==> src/rtl/brick_fall_engine.sv <==
// Falling-brick game state: brick row, three column stack heights, layer clear,
// respawn and game-over detection, stepped by a divided fall tick.
module brick_fall_engine #(
    parameter int unsigned TICK_DIV = 25000000,
    parameter int unsigned TOP_ROW  = 7
) (
    input  logic       clk,
    input  logic       reset,
    input  logic [1:0] col,
    input  logic       enable,
    output logic [2:0] row,
    output logic [2:0] hauteurGauche,
    output logic [2:0] hauteurCentre,
    output logic [2:0] hauteurDroite,
    output logic [7:0] score,
    output logic       landed,
    output logic       cleared,
    output logic       game_over
);

    localparam int unsigned     CNT_W   = $clog2(TICK_DIV);
    localparam logic [CNT_W-1:0] CNT_MAX = CNT_W'(TICK_DIV - 1);
    localparam logic [2:0]      TOP     = 3'(TOP_ROW);

    typedef enum logic [2:0] {
        S_FALL,
        S_LAND,
        S_CLEAR,
        S_SPAWN,
        S_OVER
    } state_t;

    state_t           state_q, state_d;
    logic [CNT_W-1:0] cnt_q, cnt_d;
    logic [2:0]       row_q, row_d;
    logic [2:0]       hl_q, hl_d, hc_q, hc_d, hr_q, hr_d;
    logic [1:0]       land_col_q, land_col_d;
    logic [7:0]       score_q, score_d;
    logic             landed_q, landed_d;
    logic             cleared_q, cleared_d;
    logic             over_q, over_d;

    logic [1:0]       col_n;
    logic [2:0]       h_sel;

    // Column code 3 behaves as centre.
    always_comb begin
        col_n = (col == 2'd3) ? 2'd1 : col;
        case (col_n)
            2'd0:    h_sel = hl_q;
            2'd2:    h_sel = hr_q;
            default: h_sel = hc_q;
        endcase
    end

    always_comb begin
        state_d    = state_q;
        cnt_d      = cnt_q;
        row_d      = row_q;
        hl_d       = hl_q;
        hc_d       = hc_q;
        hr_d       = hr_q;
        land_col_d = land_col_q;
        score_d    = score_q;
        over_d     = over_q;
        landed_d   = 1'b0;
        cleared_d  = 1'b0;

        if (enable) begin
            case (state_q)
                S_FALL: begin
                    if (cnt_q == CNT_MAX) begin
                        cnt_d = '0;
                        if (row_q <= h_sel) begin
                            land_col_d = col_n;
                            landed_d   = 1'b1;
                            state_d    = S_LAND;
                        end else begin
                            row_d = row_q - 3'd1;
                        end
                    end else begin
                        cnt_d = cnt_q + CNT_W'(1);
                    end
                end
                // A brick stopping at the spawn row ends the game before any height can overflow.
                S_LAND: begin
                    if (row_q == TOP) begin
                        over_d  = 1'b1;
                        state_d = S_OVER;
                    end else begin
                        case (land_col_q)
                            2'd0:    hl_d = hl_q + 3'd1;
                            2'd2:    hr_d = hr_q + 3'd1;
                            default: hc_d = hc_q + 3'd1;
                        endcase
                        state_d = S_CLEAR;
                    end
                end
                S_CLEAR: begin
                    if ((hl_q != 3'd0) && (hc_q != 3'd0) && (hr_q != 3'd0)) begin
                        hl_d      = hl_q - 3'd1;
                        hc_d      = hc_q - 3'd1;
                        hr_d      = hr_q - 3'd1;
                        score_d   = score_q + 8'd1;
                        cleared_d = 1'b1;
                    end
                    state_d = S_SPAWN;
                end
                S_SPAWN: begin
                    row_d   = TOP;
                    cnt_d   = '0;
                    state_d = S_FALL;
                end
                default: ;
            endcase
        end else begin
            // Paused: the current pulse is held along with everything else.
            landed_d  = landed_q;
            cleared_d = cleared_q;
        end
    end

    always_ff @(posedge clk) begin
        if (reset) begin
            state_q    <= S_FALL;
            cnt_q      <= '0;
            row_q      <= TOP;
            hl_q       <= 3'd0;
            hc_q       <= 3'd0;
            hr_q       <= 3'd0;
            land_col_q <= 2'd1;
            score_q    <= 8'd0;
            landed_q   <= 1'b0;
            cleared_q  <= 1'b0;
            over_q     <= 1'b0;
        end else begin
            state_q    <= state_d;
            cnt_q      <= cnt_d;
            row_q      <= row_d;
            hl_q       <= hl_d;
            hc_q       <= hc_d;
            hr_q       <= hr_d;
            land_col_q <= land_col_d;
            score_q    <= score_d;
            landed_q   <= landed_d;
            cleared_q  <= cleared_d;
            over_q     <= over_d;
        end
    end

    assign row           = row_q;
    assign hauteurGauche = hl_q;
    assign hauteurCentre = hc_q;
    assign hauteurDroite = hr_q;
    assign score         = score_q;
    assign landed        = landed_q;
    assign cleared       = cleared_q;
    assign game_over     = over_q;

endmodule

==> config.mk <==
export PLATFORM = sky130hd
export DESIGN_NAME = brick_fall_engine
export DESIGN_NICKNAME = d
export VERILOG_FILES = /design/src/rtl/brick_fall_engine.sv
export SDC_FILE = /design/constraint.sdc
export NUM_CORES = 1
export LEC_CHECK = 0
export ABC_AREA = 0
export CORE_MARGIN = 5
export CORE_UTILIZATION = 45
export CTS_BUF_LIST = sky130_fd_sc_hd__clkbuf_16
export DETAILED_ROUTE_END_ITERATION = 10
export PLACE_DENSITY_LB_ADDON = 0.08
export SLEW_MARGIN = 20
export SYNTH_ARGS = -nofsm -noshare
export SYNTH_HDL_FRONTEND = slang
export SYNTH_SLANG_ARGS = --single-unit
==> constraint.sdc <==
create_clock -name clk -period 5.7 [get_ports clk]
set_clock_uncertainty 0.2 [all_clocks]
set_input_delay 0.57 -clock clk [delete_from_list [all_inputs] [get_ports clk]]
set_output_delay 0.57 -clock clk [all_outputs]
set_load 0.02 [all_outputs]
# Yosys cells after proc, flatten, opt, wreduce, memory -nomap -nowiden
# Cells that the tools add are included.
# Widths: inputs -> output; s select.
[classes] n_mux=28 div_mod_pow=0 n_lt_le_gt_ge=1 n_eq_ne=16 n_mul=0 add_sub_neg=9 n_reduce_logical=21 n_shift=0 bitwise=0
[ops] op="$pmux 25 s2" count=1
[ops] op="$mux 3" count=14
[ops] op="$pmux 3 s2" count=5
[ops] op="$add 25x1->25 const B" count=1
[ops] op="$eq 25x25->1 const B" count=1
[ops] op="$mux 25" count=1
[ops] op="$reduce_and 5->1" count=3
[ops] op="$ne 2x2->1 const B" count=7
[ops] op="$pmux 3 s4" count=1
[ops] op="$reduce_and 4->1" count=3
[ops] op="$sub 3x1->3 const B" count=4
[ops] op="$add 3x1->3 const B" count=3
[ops] op="$reduce_bool 3->1" count=3
[ops] op="$add 8x1->8 const B" count=1
[ops] op="$eq 2x2->1 const B" count=3
[ops] op="$eq 3x2->1 const B" count=2
[ops] op="$reduce_and 3->1" count=2
[ops] op="$mux 1" count=5
[ops] op="$logic_not 2->1" count=2
[ops] op="$reduce_bool 2->1" count=2
[ops] op="$reduce_bool 4->1" count=1
[ops] op="$eq 3x1->1 const B" count=1
[ops] op="$eq 3x3->1 const B" count=1
[ops] op="$le 3x3->1" count=1
[ops] op="6 further kinds" count=7
[word_totals] ram_bits=0 rom_bits=0 regBits=53 input_bits=5 mem_count=0 latch_bits=0

# Longest topological paths before layout
# Gate-level depths: netlist (run 1).
[depth] word_depth=8 depth_mapped=9 depth_no_buf=9

# Worst setup path before layout (run 1)
# Ideal clock, no wire load.
[synth_path] kind="input -> register" start="input port col[1]" end="register land_col_q[1]" setup_slack_ns=3.252 n_path_buf=0 cell_stages=8 required_time_ns=5.429 arrival_time_ns=2.177 setup_ns=0.071 path_cell_list="mux2i_1 nor2_1 a21oi_1 ha_1 a211oi_1 o2111ai_1 or3b_2 a21oi_1"
[synth_between] elab_chain_len=6 elab_cells_between_ends=7 classes_between="order compare: 1; eq/ne: 2; mux: 2; reduce/logical: 2"
[synth_lines] element="from (decl)" line="9" source="input logic [1:0] col,"
[synth_lines] element="$eq 2x2->1" line="48" source="col_n = (col == 2'd3) ? 2'd1 : col;"
[synth_lines] element="$mux 2 (*)" line="48"
[synth_lines] element="$eq 2x2->1 / $logic_not 2->1 (equally long branches)" line="49" source="case (col_n)"
[synth_lines] element="$pmux 3 s2" line="49"
[synth_lines] element="$le 3x3->1" line="74" source="if (row_q <= h_sel) begin"
[synth_lines] element="$reduce_and 4->1 (no source line)"
[synth_lines] element="to (signal assigned)" line="143" source="land_col_q <= land_col_d;"
[synth_lines] element="to (decl)" line="37" source="logic [1:0] land_col_q, land_col_d;"
# Mark *: on every way between the ends. The rest lies on a longest branch, timed or not.
# A chain may end at the register's enable or synchronous reset.

# Worst setup path in the final report (run 1)
# Same ends and word-level chain as after synthesis.

==> impl_results.md, run 1 <==
* Main combinational cell family by area after synthesis: simple AND/OR/NAND/NOR gates
* Via/cell ratio at 5.406
* PD cells at 231.3 nW/um^2
* Max-cap violations at 0
* Final WS setup at ~2.7 ns
* Synthesized area per cell at 8.735 sq um
* Residual DRC at 0
* Die area at 7866 sq um
* WL met2 at between 2000 and 2500 um
* Max-slew headroom at 37.16%
* Cell Rows at 28
* Post-Syn Area at 2786 sq um
* Run status: completed
* First DRT Iteration DRCs at 120
* Wire length on met1 at 3093 um
* Final WL at 5766 um
* Post-Synth XOR/XNOR Area at approximately an eighth
* Clock buffer depth at 2
* Crit end category: flip-flop
* Asr flop ratio synth at 0%
* Vias in the first global route at 2,114
* CP required at 5.73 ns
* Pre-Repair DR Iteration Count at 4
* Net Sw Power at between 0.15 and 0.2 mW
* Post-synth EDFFs at 0
* Multi-input logic area at 1603 sq um
* CTS tree: yes
* Pins Over Slew Limit at 0
* Crit path top cell by count: a21oi_1
* Initial antenna violation count at 0
* Fin. Hold Viols at 0
* Cell count after placement at roughly 410
* Startpoint Class: input pin
* Sequential Area at 1061 sq um
* Placed instance area at 3088 sq um
* Slew @ Worst Pin at 0.9349 ns
* Post-Route Utilization at 54.58%
* I/O Pins at 28
* Ratio of cells with drive above 1 in the final layout at 7.225%
* Synth Area in Simple Gates at 29.77%
* Synth warn at 0
* Critical Path AT at 2.99 ns
* Width of the die at between 80 and 90 um
* Clk_lat worst skew at 0.29 ns
* Max FO, Critical Path at 4
* Register share of total power at roughly 50%
* Met3 wire length at around 250 um
* Setup tns final at 0 ns
* Critical path class: input pin to flip-flop
* Antenna cell count at 0
* Largest net degree at the start of global routing at 34
* Comb power frac at around 4.6%
* Worst hold path type: flip-flop to flip-flop
* Compound-gate portion of the synthesized area at a little under a tenth
* Final Setup Violations at 0
* Die span in y at approximately 90 um
* Worst R2R Setup Slack at 2.92 ns
* CTS root buffer: clkbuf_16
* Hold_buf cts at 0
* Area Overhead vs Synth at 16.66%
* Final min period at between 2 and 3 ns
* Final ANT Viol Nets at 0
* Fin crit share at a little over half
* Max VDD drop at 0.0001521 V
* IO Port Bufs at 27
* Unrepaired setup endpoints after global routing: false
* Post-CTS setup buffer count at 0
* Synthesis-stage register bit count at 53
* Post-synthesis adder-cell area fraction at 5.299%
* DR top layer: met4
* Grt total ovfl at 0
* Max Clk Rate at ~0.34 GHz
* Core area at 5956 sq um
* Routed length per instance at 13.70 um
* Crit-path cells: clkdlybuf4s50_1 -> mux2i_1 -> nor2_1 -> a21oi_1 -> ha_1 -> a211oi_1 -> o2111ai_1 -> or3b_2 -> a21oi_1
* Seq/Total Area, Yosys at 38.08%
* Dpl hpwl at 4085 um
* Syn nets at 334
* Pint at approximately 0.59 mW
* Initial core utilization at 46.79%
* Largest stage delay, worst path at 0.57 ns
* Primary FF master, synth: dfxtp_1
* Num CTS Buffers at 5
* Finished Layout Cells at 421
* Register clock-pin slew on the reported worst setup and hold paths at about 0.07 ns
* Count of cell types in the netlist at 52
* Syn Inst Count at 319
* Worst Path Buf+Inv at 1
* GRT Resource Usage Total at 16.28%
* Final-stage net count at 360
* Clock share of power at 45.1%
* # H-tree levels at 2
* Pre-CTS WS at 2.440 ns
* Total vias in the final route at about 2,300
* Filler cells at slightly below 600
* Slowest CP cell: clkdlybuf4s50_1
* Worst path top cell family by delay: compound AO/OA/AOI/OAI gates
* Pleak at 1.171 nW
* Sw Share at 21.41%
* Post-synthesis mux area share at under 10%
* First-pass GRT wire length at ~10,000 um
* Final GP Congestion at 0.7533
* Final design area excluding fillers at 3251 sq um
* Resized Gates After CTS at 0
* Sink Count at 53
## power by group through the flow
stage / sequential, mW / combinational [mW] / clock (mW)
detailed placement: 0.386 / 0.0349 / 0
floorplan: 0.387 / 0.0228 / 0
global route: 0.378 / 0.0398 / 0.365
finish: 0.378 / 0.0348 / 0.339
global placement: 0.386 / 0.0347 / 0
CTS: 0.378 / 0.0351 / 0.345
## final timing paths
| check | from | endpoint | cells past startpoint |
|---|---|---|---|
| worst min-delay path | game_over | game_over | 2 |
| worst max-delay path | col[1] | land_col_q[1] | 9 |
| worst max register to register | state_q[1] | hauteurDroite[2] | 7 |
| worst min register to register | game_over | game_over | 2 |
## metrics by stage
| stage | power (mW) | hold WS [ns] |
|---|---|---|
| after floorplan | 0.4096 | 0.2449 |
| after global placement | 0.4211 | 0.2656 |
| after detailed placement | 0.4213 | 0.2608 |
| after CTS | 0.7579 | 0.2928 |
| after global routing | 0.7835 | 0.3242 |
| final | 0.7520 | 0.2867 |
## placed cells by master (no fill, tap or decap), types with 4 or more instances in the layout
cell type        Yosys  routed
dfxtp_1             53      53
nor2_1              49      49
xor2_1              28      28
clkdlybuf4s50_1      0      27
nand3_1             18      18
nand2_1             17      17
inv_1               14      15
a21oi_1             14      14
nand4_1             13      13
nor3_1              11      11
xnor2_1             10      10
ha_1                 7       7
o21ai_0              6       6
clkbuf_16            0       5
mux2i_1              4       4
nand2b_1             4       4
nor4_1               4       4
and3_1               4       4
a211oi_1             4       4
a31oi_1              4       4
## cell families (layout without fill, tap and decap cells)
| group | count (synthesis) | count (layout) |
|---|---|---|
| fa+ha+maj | 10 | 10 |
| xor+xnor | 38 | 38 |
| simple gates | 152 | 152 |
| flops | 53 | 53 |
| mux | 4 | 4 |
| compound gates | 39 | 39 |
| buf+inv | 23 | 50 |
## sequential cells by signal, indices dropped and copies added, names as in the netlist
| register | cells |
|---|---|
| landed | 1 |
| game_over | 1 |
| row | 3 |
| hauteurDroite | 3 |
| hauteurCentre | 3 |
| cleared | 1 |
| state_q | 3 |
| hauteurGauche | 3 |
| cnt_q | 25 |
| land_col_q | 2 |
| score | 8 |
## synthesized netlist by cell type, types with 2 or more instances
cell,n,area [sq um]
nand2_1,17,63.81
clkbuf_1,2,7.510
a31oi_1,4,25.02
fa_1,3,60.06
and3_2,3,22.52
nand2b_1,4,25.02
buf_4,2,15.01
nand3b_1,3,22.52
ha_1,7,87.58
or2_2,2,12.51
a211oi_1,4,30.03
nor3_1,11,55.05
o21ai_0,6,30.03
a21o_1,3,22.52
nor2b_1,3,18.77
and3_1,4,25.02
inv_1,14,52.55
dfxtp_1,53,1061
nand3_1,18,90.09
xnor2_1,10,87.58
a211o_2,2,20.02
clkbuf_8,2,27.53
and4_1,2,17.52
xor2_1,28,245.2
nor4_2,3,37.54
a21oi_1,14,70.07
or3_1,2,12.51
nor2_1,49,183.9
mux2i_1,4,40.04
nand4_1,13,81.33
and2_1,3,18.77
nor4_1,4,25.02
## routing by layer
metal | GRT usage [%] | vias up
li1 | - | 1168
met1 | 24.97 | 1071
met2 | 22.87 | 31
met3 | 3.724 | 6
met4 | 3.709 | 0
met5 | 0 | -
## area by class of cell
cell class                      instances  area share, %
Timing Repair Buffer                   28          8.545
Multi-Input combinational cell        243          49.31
Tap cell                               75          2.887
Inverter                               14          1.617
Clock buffer                            5          3.849
Sequential cell                        53          32.64
Clock inverter                          3          1.155
## worst min-delay path, stage by stage, from the launching register on
cell     delay [ns]
dfxtp_1        0.33
a21oi_1        0.04
nor2_1         0.07
Note: power is estimated with default switching activity, not from simulation.
==> inputs of run 2 (changes only) <==
==> constraint.sdc (replaced) <==
create_clock -name clk -period 2.9 [get_ports clk]
set_clock_uncertainty 0.2 [all_clocks]
set_input_delay 0.29 -clock clk [delete_from_list [all_inputs] [get_ports clk]]
set_output_delay 0.29 -clock clk [all_outputs]
set_load 0.02 [all_outputs]
==> run 2 against run 1 <==
Compared with the run above:
- count of clock-buffer cells in the layout unchanged
- non-clock buffer count up 12
- final cell count up 2.9%
- flip-flop and latch count unchanged
- global-route usage up 0.44 points
- sequential power up 97%
- total power up 98%
==> impl_results.md, run 2 (synthesis results as in run 1) <==
* Commonest non-fill, non-tap cell in the layout: dfxtp_1
* Critical Path AT at 2.60 ns (-0.39 ns)
* Slowest CP cell: or3b_2
* Sw Share at 21.46% (+0.050 points)
* First-pass GRT wire length at 10,450 um (+1.7%)
* Max VDD drop at 0.0002809 V (+85%)
* Final WL at 5949 um (+3.2%)
* Run status: completed
* Max FO, Critical Path at 3 (-1)
* Startpoint Class: input pin
* Pint at 1.170 mW (+98%)
* Final Setup Violations at 0 (unchanged)
* Crit-path cells: clkdlybuf4s50_1 -> buf_4 -> mux2i_1 -> o21ai_0 -> ha_1 -> inv_1 -> a211oi_1 -> o2111ai_1 -> or3b_2 -> a21oi_1
* PD cells at 445.1 nW/um^2 (+92%)
* Dpl hpwl at 4272 um (+4.6%)
* Routed length per instance at 13.74 um (+0.31%)
* Hold_buf cts at 0 (unchanged)
* Initial antenna violation count at 0 (unchanged)
* Final ANT Viol Nets at 0 (unchanged)
* IO Port Bufs at 27 (unchanged)
* Comb power frac at 4.9% (+0.3 points)
* Net Sw Power at 0.3197 mW (+99%)
* Clock share of power at 45.2% (about the same)
* Placed instance area at 3178 sq um (+2.9%)
* Unrepaired setup endpoints after global routing: false
* Register clock-pin slew on the reported worst setup and hold paths at 0.07 ns (about the same)
* Die span in y at 88.69 um (unchanged)
* Final GP Congestion at 0.7496 (-0.49%)
* Fin. Hold Viols at 0 (unchanged)
* Overall Power at 1.489 mW (+98%)
* Final min period at about 2.6 ns
* CP required at 2.93 ns (-2.80 ns)
* Max Clk Rate at 0.3893 GHz
* Cell Rows at 28 (unchanged)
* Initial core utilization at 46.79% (unchanged)
* Clock buffer depth at 2 (unchanged)
* Core area at 5956 sq um (unchanged)
* Worst path top cell family by delay: compound AO/OA/AOI/OAI gates
* Max-slew headroom at 64.67% (+28 points)
* Via/cell ratio at 5.296 (-2.0%)
* Slew @ Worst Pin at 0.5258 ns (-0.4090 ns)
* Total vias in the final route at 2,293 (+0.75%)
* Setup tns final at 0 ns (unchanged)
* Sink Count at 53 (unchanged)
* Post-CTS setup buffer count at 0 (unchanged)
* GRT Resource Usage Total at 16.72% (+0.44 points)
* Num CTS Buffers at 5 (unchanged)
* Clk_lat worst skew at 0.29 ns (about the same)
* Worst Path Buf+Inv at 3 (+2)
* Area Overhead vs Synth at 20.07%
* Crit end category: flip-flop
* Largest net degree at the start of global routing at 26 (-24%)
* Die area at 7866 sq um (unchanged)
* Final design area excluding fillers at 3346 sq um (+2.9%)
* Width of the die at 88.69 um (unchanged)
* Residual DRC at 0 (unchanged)
* Max-cap violations at 0 (unchanged)
* Antenna cell count at 0 (unchanged)
* Filler cells at 579 (-0.34%)
* First DRT Iteration DRCs at 74 (-38%)
* Final-stage net count at 372 (+3.3%)
* # H-tree levels at 2 (unchanged)
* Commonest cells after routing, fill and taps aside: dfxtp_1, nor2_1, xor2_1, clkdlybuf4s50_1, nand3_1
* Ratio of cells with drive above 1 in the final layout at 10.61% (+3.4 points)
* Resized Gates After CTS at 0 (unchanged)
* Largest stage delay, worst path at 0.48 ns (-0.09 ns)
* Biggest register: cnt_q
* I/O Pins at 28 (unchanged)
* Post-Route Utilization at 56.18% (+1.6 points)
* Grt total ovfl at 0 (unchanged)
* Register share of total power at 49.9% (-0.4 points)
* Fin crit share at 88.58%
* Worst hold path type: flip-flop to flip-flop
* CTS root buffer: clkbuf_16
* Pins Over Slew Limit at 0 (unchanged)
* CTS tree: yes
* Pre-Repair DR Iteration Count at 4 (unchanged)
* Largest register FFs at 25 (unchanged)
* Pleak at 1.234 nW (+5.4%)
* Vias in the first global route at 2,214 (+4.7%)
* Critical path class: input pin to flip-flop
## run 2: changes by cell type in the layout (fill, tap and decap cells not counted)
cell      change
buf_4        +12
clkinv_1      -1
clkinv_4      +1
## run 2: path summary, 6_finish.rpt
path                   endpoint  cells after the start  slack (ns)             start
hold reg to reg   land_col_q[1]                      2        0.28     land_col_q[1]
setup / recovery  land_col_q[1]                     10        0.33            col[1]
setup reg to reg  land_col_q[1]                      8        0.51  hauteurGauche[0]
hold / removal    land_col_q[1]                      2        0.28     land_col_q[1]
## run 2: tightest hold or removal path, delay by kind of cell, from the launching register on
kind,cells,cell delay (ns)
compound gates,1,0.05
flops,1,0.33
simple gates,1,0.06
## run 2: cell type report
class | count | area [sq um] | area share [%]
Clock buffer | 5 | 125.1 | 3.740
Clock inverter | 3 | 42.54 | 1.272
Inverter | 14 | 52.55 | 1.571
Multi-Input combinational cell | 243 | 1603 | 47.91
Sequential cell | 53 | 1061 | 31.71
Tap cell | 75 | 93.84 | 2.805
Timing Repair Buffer | 40 | 367.9 | 10.99
## run 2: stage by stage
stage               setup slack [ns]  hold WS (ns)  std cells
CTS                           0.3210        0.2781        433
floorplan                     0.5112        0.2307        319
global placement             0.09866        0.2626        425
detailed placement           0.01965        0.2675        425
global route                  0.1141        0.3244        433
finish                        0.3312        0.2765        433
## run 2: per-layer routing
metal | vias up | track usage, % | part of all wire (%)
li1 | 1190 | - | -
met5 | - | 0 | 0
met4 | 0 | 4.121 | 1.1
met1 | 1058 | 24.18 | 53
met2 | 38 | 24.36 | 41
met3 | 7 | 4.842 | 4.5
## run 2: power groups by stage
stage                     registers (mW)  clock network (mW)  logic [mW]
after global placement             0.760                   0      0.0725
after floorplan                    0.760                   0      0.0448
after detailed placement           0.760                   0      0.0735
after CTS                          0.743               0.691      0.0740
final                              0.743               0.673      0.0731
after global routing               0.744               0.733      0.0818
==> inputs of run 3 (changes only) <==
--- a/config.mk
+++ b/config.mk
@@ -11,6 +11,7 @@
 export CTS_BUF_LIST = sky130_fd_sc_hd__clkbuf_16
 export DETAILED_ROUTE_END_ITERATION = 10
 export PLACE_DENSITY_LB_ADDON = 0.08
+export SKIP_LAST_GASP = 1
 export SLEW_MARGIN = 20
 export SYNTH_ARGS = -nofsm -noshare
 export SYNTH_HDL_FRONTEND = slang
==> results of run 3 <==
Same layout as run 2: the final DEF is identical, and so are final timing and power.
